===== src/rtl/lpc_tx_fifo.sv =====
// rtl/lpc_tx_fifo.sv - LPC-to-UART byte FIFO with busy-paced drain FSM
// Optional dropped-write counter enabled by defining LPC_TX_FIFO_OVF_CNT_EN.
module lpc_tx_fifo #(
  parameter int DEPTH_LOG2   = 4,
  parameter int WIDTH        = 8,
  parameter int BUSY_TIMEOUT = 3
) (
  input  logic                  LPC_CLK,
  input  logic                  LPC_RST,
  input  logic [WIDTH-1:0]      in_data,
  input  logic                  in_valid,
  output logic                  in_full,
  output logic [WIDTH-1:0]      out_data,
  output logic                  out_valid,
  input  logic                  out_busy,
  output logic [DEPTH_LOG2:0]   level,
  output logic                  overflow,
  output logic [7:0]            ovf_count
);

  localparam int DEPTH = 1 << DEPTH_LOG2;
  localparam int TW    = (BUSY_TIMEOUT > 2) ? $clog2(BUSY_TIMEOUT) : 1;

  typedef enum logic [1:0] {
    ST_IDLE,
    ST_SENT,
    ST_WAIT
  } state_t;

  logic [WIDTH-1:0]    mem_q [DEPTH];
  logic [DEPTH_LOG2:0] wr_ptr_q, wr_ptr_d;
  logic [DEPTH_LOG2:0] rd_ptr_q, rd_ptr_d;
  state_t              state_q, state_d;
  logic [TW-1:0]       timer_q, timer_d;
  logic                out_valid_q, out_valid_d;
  logic [WIDTH-1:0]    out_data_q, out_data_d;
  logic                overflow_q, overflow_d;
  logic                empty, push, drop, pop;

  // Extra pointer bit distinguishes full from empty; level can never exceed DEPTH.
  assign level   = wr_ptr_q - rd_ptr_q;
  assign empty   = (level == '0);
  assign in_full = (level == {1'b1, {DEPTH_LOG2{1'b0}}});
  assign push    = in_valid && !in_full;
  assign drop    = in_valid && in_full;

  always_comb begin
    state_d     = state_q;
    timer_d     = timer_q;
    out_valid_d = 1'b0;
    pop         = 1'b0;
    unique case (state_q)
      ST_IDLE: begin
        if (!empty && !out_busy) begin
          state_d     = ST_SENT;
          out_valid_d = 1'b1;
          pop         = 1'b1;
          timer_d     = '0;
        end
      end
      ST_SENT: begin
        // Timeout guards against a uart that never acknowledges with busy.
        if (out_busy) begin
          state_d = ST_WAIT;
        end else begin
          timer_d = timer_q + 1'b1;
          if (timer_q == TW'(BUSY_TIMEOUT - 1)) begin
            state_d = ST_IDLE;
          end
        end
      end
      ST_WAIT: begin
        if (!out_busy) begin
          state_d = ST_IDLE;
        end
      end
      default: state_d = ST_IDLE;
    endcase
  end

  always_comb begin
    wr_ptr_d   = push ? wr_ptr_q + 1'b1 : wr_ptr_q;
    rd_ptr_d   = pop  ? rd_ptr_q + 1'b1 : rd_ptr_q;
    out_data_d = pop  ? mem_q[rd_ptr_q[DEPTH_LOG2-1:0]] : out_data_q;
    overflow_d = overflow_q || drop;
  end

  always_ff @(posedge LPC_CLK) begin
    if (!LPC_RST) begin
      wr_ptr_q    <= '0;
      rd_ptr_q    <= '0;
      state_q     <= ST_IDLE;
      timer_q     <= '0;
      out_valid_q <= 1'b0;
      out_data_q  <= '0;
      overflow_q  <= 1'b0;
    end else begin
      wr_ptr_q    <= wr_ptr_d;
      rd_ptr_q    <= rd_ptr_d;
      state_q     <= state_d;
      timer_q     <= timer_d;
      out_valid_q <= out_valid_d;
      out_data_q  <= out_data_d;
      overflow_q  <= overflow_d;
    end
  end

  always_ff @(posedge LPC_CLK) begin
    if (push) begin
      mem_q[wr_ptr_q[DEPTH_LOG2-1:0]] <= in_data;
    end
  end

  assign out_valid = out_valid_q;
  assign out_data  = out_data_q;
  assign overflow  = overflow_q;

`ifdef LPC_TX_FIFO_OVF_CNT_EN
  logic [7:0] ovf_cnt_q, ovf_cnt_d;

  always_comb begin
    ovf_cnt_d = ovf_cnt_q;
    if (drop && (ovf_cnt_q != 8'hFF)) begin
      ovf_cnt_d = ovf_cnt_q + 8'd1;
    end
  end

  always_ff @(posedge LPC_CLK) begin
    if (!LPC_RST) begin
      ovf_cnt_q <= 8'h00;
    end else begin
      ovf_cnt_q <= ovf_cnt_d;
    end
  end

  assign ovf_count = ovf_cnt_q;
`else
  assign ovf_count = 8'h00;
`endif

endmodule

===== config.mk =====
export PLATFORM = sky130hd
export DESIGN_NAME = lpc_tx_fifo
export DESIGN_NICKNAME = d
export VERILOG_FILES = /design/src/rtl/lpc_tx_fifo.sv
export SDC_FILE = /design/constraint.sdc
export NUM_CORES = 1
export LEC_CHECK = 0
export BUFFER_PORTS_ARGS = -buffer_cell sky130_fd_sc_hd__buf_2
export CAP_MARGIN = 20
export CORE_ASPECT_RATIO = 0.8
export CORE_MARGIN = 2
export CORE_UTILIZATION = 60
export CTS_CLUSTER_SIZE = 30
export DETAILED_ROUTE_END_ITERATION = 8
export GPL_TIMING_DRIVEN = 0
export PLACE_DENSITY = 0.76
export SLEW_MARGIN = 40
export SYNTH_ARGS = -nofsm -noshare
export SYNTH_HDL_FRONTEND = slang
export SYNTH_SLANG_ARGS = --single-unit

===== constraint.sdc =====
create_clock -name LPC_CLK -period 3.92 [get_ports LPC_CLK]
set_clock_uncertainty 0.15 [all_clocks]
set_input_delay 0.784 -clock LPC_CLK [delete_from_list [all_inputs] [get_ports LPC_CLK]]
set_output_delay 0.784 -clock LPC_CLK [all_outputs]
set_load 0.005 [all_outputs]

; After elaboration in Yosys (flattened, before gate mapping)
; Memory sizes are Yosys's and may differ from the RTL's. A register that Yosys moved wholly into a read port is not among the register bits.
; Cells that the tools add are included.
[word_totals]
latch_bits = 0
mem_bits_rw = 128
regBits = 16
output_inout_bits = 24
elab_cells = 44
inputBits = 12
mem_bits_ro = 0
mem_count = 1
[memory_table]
columns = name, depth, width, read_ports, rd_ports_with_merged_regs, write_ports, line_no
row1 = mem_q, 16, 8, 1, 1, 1, 30  ; logic [WIDTH-1:0] mem_q [DEPTH];
[classes]
n_eq_ne = 8
mux = 12
n_shift = 0
mul = 0
addsub = 4
n_bitwise = 0
div = 0
n_lt_le_gt_ge = 0
reduce_logical = 13
[op_table]
columns = op, count
row1 = $mux W2, 6
row2 = $add A5 B1 Y5 const B, 2
row3 = $ne A2 B2 Y1 const B, 3
row4 = $pmux W2 S3, 1
row5 = $reduce_and A3 Y1, 2
row6 = $eq A5 B5 Y1 const B, 1
row7 = $logic_not A5 Y1, 1
row8 = $sub A5 B5 Y5, 1
row9 = $eq A2 B2 Y1 const B, 2
row10 = $logic_not A1 Y1, 4
row11 = $mux W1, 4
row12 = $pmux W2 S2, 1
row13 = $logic_and A1 B1 Y1, 3
row14 = $ne A3 B3 Y1 const B, 1
row15 = $add A2 B1 Y2 const B, 1
row16 = $eq A2 B1 Y1 const B, 1
row17 = $logic_not A2 Y1, 1
row18 = $reduce_bool A2 Y1, 1
row19 = $logic_or A1 B1 Y1, 1

; Depth between registers and ports, before layout
; Gate-level depths: netlist of the first run.
[logic_depth]
depth_word = 6
ltp_mapped = 11
ltp_nobuf = 9

; Worst setup path before layout of the first run
; OpenSTA, ideal clock, no wires.
[synth_path]
kind = register -> register
startpoint = register rd_ptr_q[2]
endpoint = memory mem_q[10][0], enable pin
setup_slack_ps = 765
required_ps = 3438
period_less_slack_ps = 3155
stages_incl_launch_ff = 12
setup_ps = 332
arrival_ps = 2673
path_buffers = 3
path_cell_list = dfxtp_1 > buf_2 > buf_2 > clkinv_1 > ha_1 > nand2b_1 > a21oi_2 > xor2_2 > inv_2 > a21boi_4 > buf_6 > and3_1
[synth_between]
elab_chain_cells = 6
[synth_lines]
columns = item, line_no
row1 = from (decl), 32  ; logic [DEPTH_LOG2:0] rd_ptr_q, rd_ptr_d;
row2 = from (signal assigned), 99  ; rd_ptr_q <= rd_ptr_d;
row3 = $sub A5 B5 Y5, 41  ; assign level = wr_ptr_q - rd_ptr_q;
row4 = net level[4], 16  ; output logic [DEPTH_LOG2:0] level,
row5 = $eq A5 B5 Y1, 43  ; assign in_full = (level == {1'b1, {DEPTH_LOG2{1'b0}}});
row6 = $logic_not A1 Y1, 44  ; assign push = in_valid && !in_full;
row7 = $logic_and A1 B1 Y1, 44
row8 = $mux W1, 109  ; if (push) begin
row9 = $mux W1 (not written as such), 110  ; mem_q[wr_ptr_q[DEPTH_LOG2-1:0]] <= in_data;
row10 = to (decl), 30
; The timed path passes the listed nets, and every way through them passes these cells.

; Worst setup path in the final report of the first run
[layout_path]
startpoint = register rd_ptr_q[2]
endpoint = output port level[4]
[layout_between]
elab_chain_cells = 1
[layout_lines]
columns = item, line_no
row1 = $sub A5 B5 Y5, 41
row2 = to (decl), 16
; Every way passes these cells.

==> impl_metrics.py, run 1 <==
metrics = {
    "cts": {
        "htreeDepth": 4,
        "clock-root-buffer": "clkbuf_16",
        "clkTransAtPathRegs_ps": 60,
        "cts.sinks": 152,
        "clk_latency_ps": 420,
        "hold_buffers": 0,
        "cts_buffers": 17,
        "cts_tree": "yes",
        "clk_path_buf_depth": 2,
    },
    "worst_setup_path": {
        "regToRegEndpoint": "mem_q[7][2]",
        "worstRegToRegCells": 9,
        "criticalPathCategory": "register to output port",
        "crit_buf_inv": 5,
        "crit_path_max_incr_delay_ps": 440,
        "worst_setup_path_end_kind": "output port",
        "reg2reg_setup_slack_ps": 220,
        "cp.arrival_ps": 2830,
        "path_max_fanout": 10,
        "cp.required_ps": 2990,
        "cpMaxStageDelayCell": "ha_2",
        "cpMostUsedCell": "buf_2",
        "cp-start-kind": "register",
        "regToRegStartpoint": "rd_ptr_q[1]",
        "cp_cell_sequence": "buf_2 > buf_4 > clkinv_2 > ha_2 > nand2b_1 > a21oi_2 > xor2_4 > inv_2 > buf_2",
        "path_delay_family": "buffers and inverters",
    },
    "sta": {
        "hold_viol": 0,
        "fin_crit_ps": 3760,
        "final.setup.tns_ps": 0,
        "post-route-period-util": 0.959,
        "setup_slack_ps": 161,
        "grt_setup_unrepaired": "no",
        "finalSetupViolations": 0,
        "relSlewSlack": 0.541,
        "maxSlewViolCount": 0,
        "clock.fmax_ghz": 0.266,
        "whs_ps": 302,
        "tightest_slew_ps": 688,
    },
    "power": {
        "ir_drop_uv": 440,
        "p_leak_nw": 2.64,
        "power.total_mw": 4.76,
        "powerDensity_mw_per_mm2": 650,
    },
    "global_routing": {
        "grt_max_degree": 17,
        "grt_pass1_wl_um": 20300,
        "antenna_found_initial": 0,
        "grt_pass1_vias": 3624,
        "grt_usage": 0.255,
        "overflow": 0,
    },
    "min_path": {
        "hp-start": "out_data[6]",
        "hp-class": "register to register",
        "hold_depth": 2,
        "hold_end": "out_data[6]",
    },
    "die": {
        "die_w_um": 119,
        "core_region_area_mm2": 0.0103,
        "ios": 36,
        "initial_core_util": 0.620,
        "rows": 33,
        "dieArea_mm2": 0.0115,
        "dieHeight_um": 96.2,
    },
    "synth": {
        "synth_area_mm2": 0.00637,
        "synth_seq_cells": 152,
        "async_flop_share": 0,
        "synth-edff-count": 128,
        "synthCells": 405,
        "synth_flop_cell": "edfxtp_1",
        "synth_seq_area_share": 0.679,
        "synth_cell_types": 42,
        "avgSynthCellArea_um2": 15.7,
        "ys.warnings.count": 0,
    },
    "layout": {
        "fin_util": 0.712,
        "layout_common_cells": "edfxtp_1 (128), nand2_1 (56), buf_2 (33)",
        "drive_gt1_frac": 0.249,
        "num_antenna_cells": 0,
        "final_cells": 613,
        "fill_cells": 645,
        "nNetsFinal": 483,
        "final_common_cell": "edfxtp_1",
        "stdcell_area_mm2": 0.00732,
        "syn_to_final_growth_pct": 15.0,
    },
    "routing": {
        "totalWireLength_um": 13500,
        "via_per_inst": 5.97,
        "drc_errors": 0,
        "wl_per_cell_um": 22.1,
        "postRouteAntennaNets": 0,
        "vias": 3661,
        "first_iter_violations": 359,
        "dr.pass1.iters": 5,
    },
    "run_status": {
        "status": "finished, final reports clean",
    },
    "run": {
        "maxCapViolCount": 0,
    },
    "placed_design": {
        "port_buffers": 27,
        "gp_congestion": 0.832,
        "pre_cts_ws_ps": -265,
        "dpl_cell_area_mm2": 0.00671,
        "hpwl_um": 8670,
        "placed_cells": 579,
    },
}
==> layer usage <==
layer,track usage,up-vias,wire (µm)
li1,-,1626,-
met1,0.344,1859,5700
met2,0.409,162,6650
met3,0.0634,14,1030
met4,0.101,0,159
met5,0,-,0
==> logic make-up (layout without fill, tap and decap cells) <==
kind of cell,Yosys count,in the layout,share of synthesized area
adders and majority gates,11,11,0.0228
xor gates and xnor gates,5,5,0.00923
and+or+nand+nor,105,105,0.0774
muxes,43,43,0.130
AOI/OAI and AO/OA,43,43,0.0458
other,1,8,0.000589
buffers and inverters,45,106,0.0350
DFF,152,152,0.679
==> worst max path at each step <==
stage               depth (start not counted)         from            to
CTS                                         9  rd_ptr_q[2]      level[4]
detailed placement                         10  rd_ptr_q[2]   mem_q[7][1]
finish                                      9  rd_ptr_q[2]      level[4]
floorplan                                  11  rd_ptr_q[2]  mem_q[10][0]
global route                                9  rd_ptr_q[2]      level[4]
global placement                            9  rd_ptr_q[2]  mem_q[15][4]
==> where the power goes <==
part           leakage [nW]  switching [mW]  internal (mW)
clock network         0.274           0.627          0.966
logic                  1.01           0.708          0.545
registers              1.35          0.0532           1.87
==> cell usage after synthesis, drive strengths merged (3+ instances only) <==
cell    number  area, µm²
buf         18        121
and3        13       81.3
a21oi       25        129
nand2       56        210
and2         5       31.3
clkbuf       7       26.3
nand2b       7       43.8
ha          10        125
xor2         4       42.6
mux2i       11        110
o22ai        8       50.1
nand4        3       18.8
a31oi        3       25.0
edfxtp     128       3840
inv         18       67.6
nor2        11       41.3
mux4        32        721
dfxtp       24        480
nand3        3       15.0
==> worst min-delay path: stages, from the launching register on <==
cell	delay (ps)
dfxtp_1	300
inv_1	50
o22ai_1	50
==> layout make-up <==
| cell class | count | area [µm²] | share of cell area |
|---|---|---|---|
| buffer | 25 | 150 | 0.0205 |
| clock buffer | 20 | 457 | 0.0624 |
| clock inverter | 12 | 125 | 0.0171 |
| inverter | 20 | 76.3 | 0.0104 |
| multi-input combinational | 215 | 1870 | 0.255 |
| sequential | 152 | 4320 | 0.590 |
| tap | 140 | 175 | 0.0239 |
| timing repair buffer | 29 | 150 | 0.0205 |
==> sequential cells by signal, summed over array words and instances, names as in the netlist <==
name and flops:
mem_q 128, out_data 8, out_valid 1, overflow 1, rd_ptr_q 5, state_q 2
timer_q 2, wr_ptr_q 5
==> repair_timing <==
action	CTS	global route
setup buffers	0	2
pin swaps	0	0
endpoints found under the hold margin	0	0
gates cloned	0	0
gates resized for setup	3	1
endpoints found under the setup margin	114	17
No activity file was read; power rests on OpenSTA's default activity.
==> run 2, diff against run 1 <==
- ABC_AREA: not set -> 1
- CORE_MARGIN: 2 -> not set
- GPL_TIMING_DRIVEN: 0 -> not set
==> run 2 against run 1 <==
First-iteration DRC count up 51%. Worst hold slack better by 23 ps. Sequential power about the same. Total power down 3.3%. Critical path depth unchanged. Critical endpoint is now in_full.
==> impl_metrics.py, run 2 <==
metrics = {
    "global_routing": {
        "grt_pass1_vias": 4214,
        "grt_usage": 0.279,
        "overflow": 0,
        "grt_pass1_wl_um": 22800,
        "grt_max_degree": 69,
        "antenna_found_initial": 1,
    },
    "worst_setup_path": {
        "cp-start-kind": "register",
        "cp-startpoint": "rd_ptr_q[2]",
        "criticalPathCategory": "register to output port",
        "reg2reg_setup_slack_ps": 530,
        "cp_cell_sequence": "buf_4 > clkinv_1 > ha_1 > a21oi_1 > nand3_1 > nand2_2 > nand3_2 > inv_1 > buf_2",
        "crit_path_max_incr_delay_ps": 450,
        "cp.arrival_ps": 2460,
        "regToRegStartpoint": "rd_ptr_q[2]",
        "cp.required_ps": 2990,
        "worst_setup_path_end_kind": "output port",
        "path_max_fanout": 14,
        "cpMaxStageDelayCell": "ha_1",
    },
    "cts": {
        "clock-root-buffer": "clkbuf_16",
        "clk_path_buf_depth": 2,
        "hold_buffers": 0,
        "clk_latency_ps": 420,
        "clkTransAtPathRegs_ps": 60,
        "cts.sinks": 152,
        "post_cts.repair.setup_buffers": 0,
        "cts_buffers": 17,
        "htreeDepth": 4,
        "cts_tree": "yes",
        "ctsResizeCount": 0,
    },
    "synth": {
        "yosysTopAreaCell": "edfxtp_1",
        "synth_area_mm2": 0.00651,
        "synth_top_area_share": 0.591,
        "synth_seq_cells": 152,
        "synth-edff-count": 128,
        "synth_flop_cell": "edfxtp_1",
        "ys.warnings.count": 0,
        "synthCells": 602,
        "synth_cell_types": 32,
        "async_flop_share": 0,
        "ys_top_cells_by_count": "nor2_1 (131), edfxtp_1 (128), nand2_1 (78)",
        "synth_seq_area_share": 0.664,
        "avgSynthCellArea_um2": 10.8,
        "synth.area.top_cells": "edfxtp_1 (59%), nor2_1 (7.6%), dfxtp_1 (7.4%)",
        "yosysMostFrequentCell": "nor2_1",
    },
    "placed_design": {
        "pre_cts_ws_ps": 582,
        "placed_cells": 747,
        "gp_congestion": 0.881,
        "port_buffers": 27,
        "hpwl_um": 9550,
    },
    "die": {
        "rows": 33,
        "dieArea_mm2": 0.0113,
        "dieHeight_um": 95.2,
        "ios": 36,
        "core_region_area_mm2": 0.0104,
        "die_w_um": 118,
        "initial_core_util": 0.625,
    },
    "layout": {
        "final_cells": 779,
        "layout_common_cells": "nor2_1 (129), edfxtp_1 (128), nand2_1 (78)",
        "largest_register_ff_count": 128,
        "syn_to_final_growth_pct": 11.3,
        "nNetsFinal": 649,
        "num_antenna_cells": 0,
        "drive_gt1_frac": 0.113,
        "final_common_cell": "nor2_1",
        "fin_util": 0.696,
    },
    "routing": {
        "via_per_inst": 5.71,
        "wl_per_cell_um": 18.9,
        "drc_errors": 0,
        "vias": 4449,
        "postRouteAntennaNets": 0,
        "totalWireLength_um": 14700,
        "first_iter_violations": 541,
        "dr.pass1.iters": 5,
    },
    "sta": {
        "setup_slack_ps": 525,
        "hold_viol": 0,
        "fin_crit_ps": 3390,
        "tightest_slew_ps": 779,
        "grt_setup_unrepaired": "no",
        "relSlewSlack": 0.479,
        "clock.fmax_ghz": 0.295,
        "maxSlewViolCount": 0,
        "finalSetupViolations": 0,
        "post-route-period-util": 0.866,
        "final.setup.tns_ps": 0,
    },
    "power": {
        "ir_drop_uv": 377,
        "p_leak_nw": 2.69,
        "powerDensity_mw_per_mm2": 636,
        "power.total_mw": 4.61,
    },
    "min_path": {
        "hp-class": "register to register",
        "hp-start": "state_q[1]",
    },
    "run_status": {
        "status": "finished, final reports clean",
    },
    "run": {
        "maxCapViolCount": 0,
    },
}
==> run 2: cell types whose count changed in the layout (fill, tap and decap cells not counted), moves of 7 or more <==
cell and delta:
o211ai_1 +16, nor2_1 +118, nand3_1 +20, nand2_1 +22, a21oi_1 -13, mux2i_1 -11
and3_1 -13, nand2b_1 -7, o22ai_1 +8, o21ai_0 +62, inv_1 +23, mux4_2 -32
==> run 2: report_power, final <==
group          switching [mW]  internal (mW)  total, mW
clock                   0.611          0.927       1.54
combinational           0.814          0.363       1.18
sequential             0.0414           1.85       1.89
==> run 2: per-layer routing <==
| layer | vias to the layer above | track usage | wire (µm) | share of wire |
|---|---|---|---|---|
| li1 | 2097 | - | - | - |
| met1 | 2103 | 0.382 | 6240 | 0.42 |
| met2 | 217 | 0.433 | 6930 | 0.47 |
| met3 | 30 | 0.0718 | 1210 | 0.082 |
| met4 | 2 | 0.114 | 307 | 0.021 |
| met5 | - | 0 | 13 | 0.00088 |
==> run 2: final cells by class <==
class                   instances  area [µm²]
fillers                       744        3160
flip-flops and latches        152        4330
repair buffers                 33         180
well taps                     140         175
multi-input cells             379        1850
clock inverters                11         108
clock buffers                  21         440
inverters                      43         161
==> run 2: cells by family (layout without fill, tap and decap cells) <==
kind of cell               count (synthesis)  after routing  share of synthesized area
and+or+nand+nor                          241            241                      0.152
DFF                                      152            152                      0.664
other                                      1              8                   0.000576
buffers and inverters                     78            108                     0.0554
adders and majority gates                 11             11                     0.0223
xor gates and xnor gates                   7              7                    0.00942
AOI/OAI and AO/OA                        112            112                     0.0963
==> run 2: path summary, 6_finish.rpt <==
| check | depth (start not counted) | end |
|---|---|---|
| worst max-delay path | 9 | in_full |
| worst min-delay path | 1 | state_q[1] |
| worst max register to register | 12 | mem_q[10][3] |
| worst min register to register | 1 | state_q[1] |
==> run 2: worst max-delay path, delay by kind of cell (launching register included) <==
kind	cells	cell delay (ps)
adder cells (fa/ha/maj)	1	450
AND/OR/NAND/NOR	3	390
flip-flops	1	310
AO/OA/AOI/OAI	1	210
buffers and inverters	4	690
==> run 2: per-stage QoR <==
step | hold WS (ps) | instance area (µm²)
3_5_place_dp | 307 | 6690
4_1_cts | 322 | 7240
5_1_grt | 345 | 7240
2_1_floorplan | 283 | 6530
6_report | 325 | 7240
3_3_place_gp | 302 | 6690
==> run 3, diff against run 2 <==
- CORE_MARGIN: not set -> 5
==> run 3 against run 2 <==
Clock power fell by 3%. Sequential power barely moved. First-iteration DRC count rose by 24%. Highest routed layer is now met4. Largest cell class unchanged. Non-clock buffer count fell by 1. Critical endpoint unchanged. Core utilization fell by 2.2 points. Critical path depth fell by 1. Critical path type unchanged.
==> impl_metrics.py, run 3 (synthesized netlist as in run 2, its figures left out) <==
metrics = {
    "run_status": {
        "status": "finished, final reports clean",
    },
    "cts": {
        "post_cts.repair.setup_buffers": 0,
        "clk_latency_ps": 420,
        "htreeDepth": 4,
        "cts.sinks": 152,
        "cts_tree": "yes",
        "clk_path_buf_depth": 2,
        "cts_buffers": 17,
        "clock-root-buffer": "clkbuf_16",
        "hold_buffers": 0,
        "ctsResizeCount": 0,
        "clkTransAtPathRegs_ps": 60,
    },
    "routing": {
        "wl_per_cell_um": 18.7,
        "drc_errors": 0,
        "postRouteAntennaNets": 0,
        "totalWireLength_um": 14600,
        "via_per_inst": 5.73,
        "vias": 4481,
        "dr.pass1.iters": 6,
        "first_iter_violations": 670,
    },
    "run": {
        "maxCapViolCount": 0,
    },
    "worst_setup_path": {
        "worst_setup_path_end_kind": "output port",
        "cp-start-kind": "register",
        "cp.required_ps": 2990,
        "reg2reg_setup_slack_ps": 320,
        "path_delay_family": "flip-flops",
        "crit_path_max_incr_delay_ps": 610,
        "criticalPathCategory": "register to output port",
        "cp.arrival_ps": 2690,
        "cp_cell_sequence": "clkinv_1 > ha_1 > a21oi_1 > nand3_1 > nand2_2 > nand3_2 > inv_1 > buf_2",
        "regToRegStartpoint": "rd_ptr_q[2]",
        "cpMaxStageDelayCell": "dfxtp_1",
        "path_max_fanout": 14,
        "crit_buf_inv": 3,
        "cp-startpoint": "rd_ptr_q[2]",
    },
    "placed_design": {
        "placed_cells": 750,
        "hpwl_um": 9560,
        "port_buffers": 27,
        "gp_congestion": 0.867,
    },
    "die": {
        "initial_core_util": 0.607,
        "core_region_area_mm2": 0.0107,
        "dieArea_mm2": 0.0130,
        "dieHeight_um": 103,
        "die_w_um": 126,
        "ios": 36,
        "rows": 34,
    },
    "layout": {
        "drive_gt1_frac": 0.113,
        "nNetsFinal": 648,
        "layout_common_cells": "nor2_1 (131), edfxtp_1 (128), nand2_1 (78)",
        "largest_register_ff_count": 128,
        "num_antenna_cells": 0,
        "final_cells": 782,
        "final_common_cell": "nor2_1",
        "syn_to_final_growth_pct": 11.1,
    },
    "global_routing": {
        "grt_usage": 0.235,
        "overflow": 0,
        "grt_max_degree": 69,
        "grt_pass1_vias": 4130,
        "grt_pass1_wl_um": 22600,
        "antenna_found_initial": 0,
    },
    "sta": {
        "fin_crit_ps": 3630,
        "clock.fmax_ghz": 0.276,
        "grt_setup_unrepaired": "no",
        "whs_ps": 318,
        "final.setup.tns_ps": 0,
        "hold_viol": 0,
        "post-route-period-util": 0.925,
        "maxSlewViolCount": 0,
        "tightest_slew_ps": 722,
        "relSlewSlack": 0.517,
        "finalSetupViolations": 0,
    },
    "power": {
        "p_leak_nw": 2.67,
        "ir_drop_uv": 521,
        "powerDensity_mw_per_mm2": 629,
    },
    "min_path": {
        "hp-start": "overflow",
        "hp-class": "register to register",
    },
}
run 3: per-stage QoR:
step	util	total power [mW]	instance area (µm²)	setup slack [ps]
final	0.674	4.55	7230	293
after global routing	0.674	4.78	7230	16.2
after CTS	0.674	4.54	7230	321
after detailed placement	0.624	3.07	6690	399
after global placement	0.624	3.03	6690	492
after floorplan	-	2.73	6530	1160
run 3: power breakdown:
group | switching, mW | leakage [nW] | internal (mW) | total [mW]
Combinational | 0.805 | 1.05 | 0.363 | 1.17
Clock | 0.620 | 0.260 | 0.866 | 1.49
Sequential | 0.0460 | 1.35 | 1.85 | 1.89
run 3: final cells by class:
| cell class | count | area, µm² |
|---|---|---|
| Tap cell | 144 | 180 |
| Sequential cell | 152 | 4330 |
| Clock inverter | 13 | 108 |
| Multi-Input combinational cell | 379 | 1850 |
| Fill cell | 779 | 3490 |
| Clock buffer | 19 | 433 |
| Timing Repair Buffer | 32 | 173 |
| Inverter | 43 | 161 |
run 3: worst register-to-register path, stage by stage, from the launching register on:
cell,delay (ps)
dfxtp_1,610
clkinv_1,410
ha_1,460
a21oi_1,210
nand2_1,70
nand2_1,70
nand2_2,90
nand3_2,130
nand2_2,110
inv_2,130
nand2_1,190
nor2_1,590
run 3: worst paths after layout:
kind            endpoint  cells past startpoint
max              in_full                      8
min             overflow                      2
max reg2reg  mem_q[2][1]                     11
min reg2reg     overflow                      2
run 3: routing by layer:
layer / wire length, µm / vias up / track usage
met3: 1490 / 20 / 0.0627
li1: - / 2097 / -
met4: 244 / 0 / 0.0750
met5: 0 / - / 0
met2: 6550 / 248 / 0.359
met1: 6360 / 2116 / 0.334
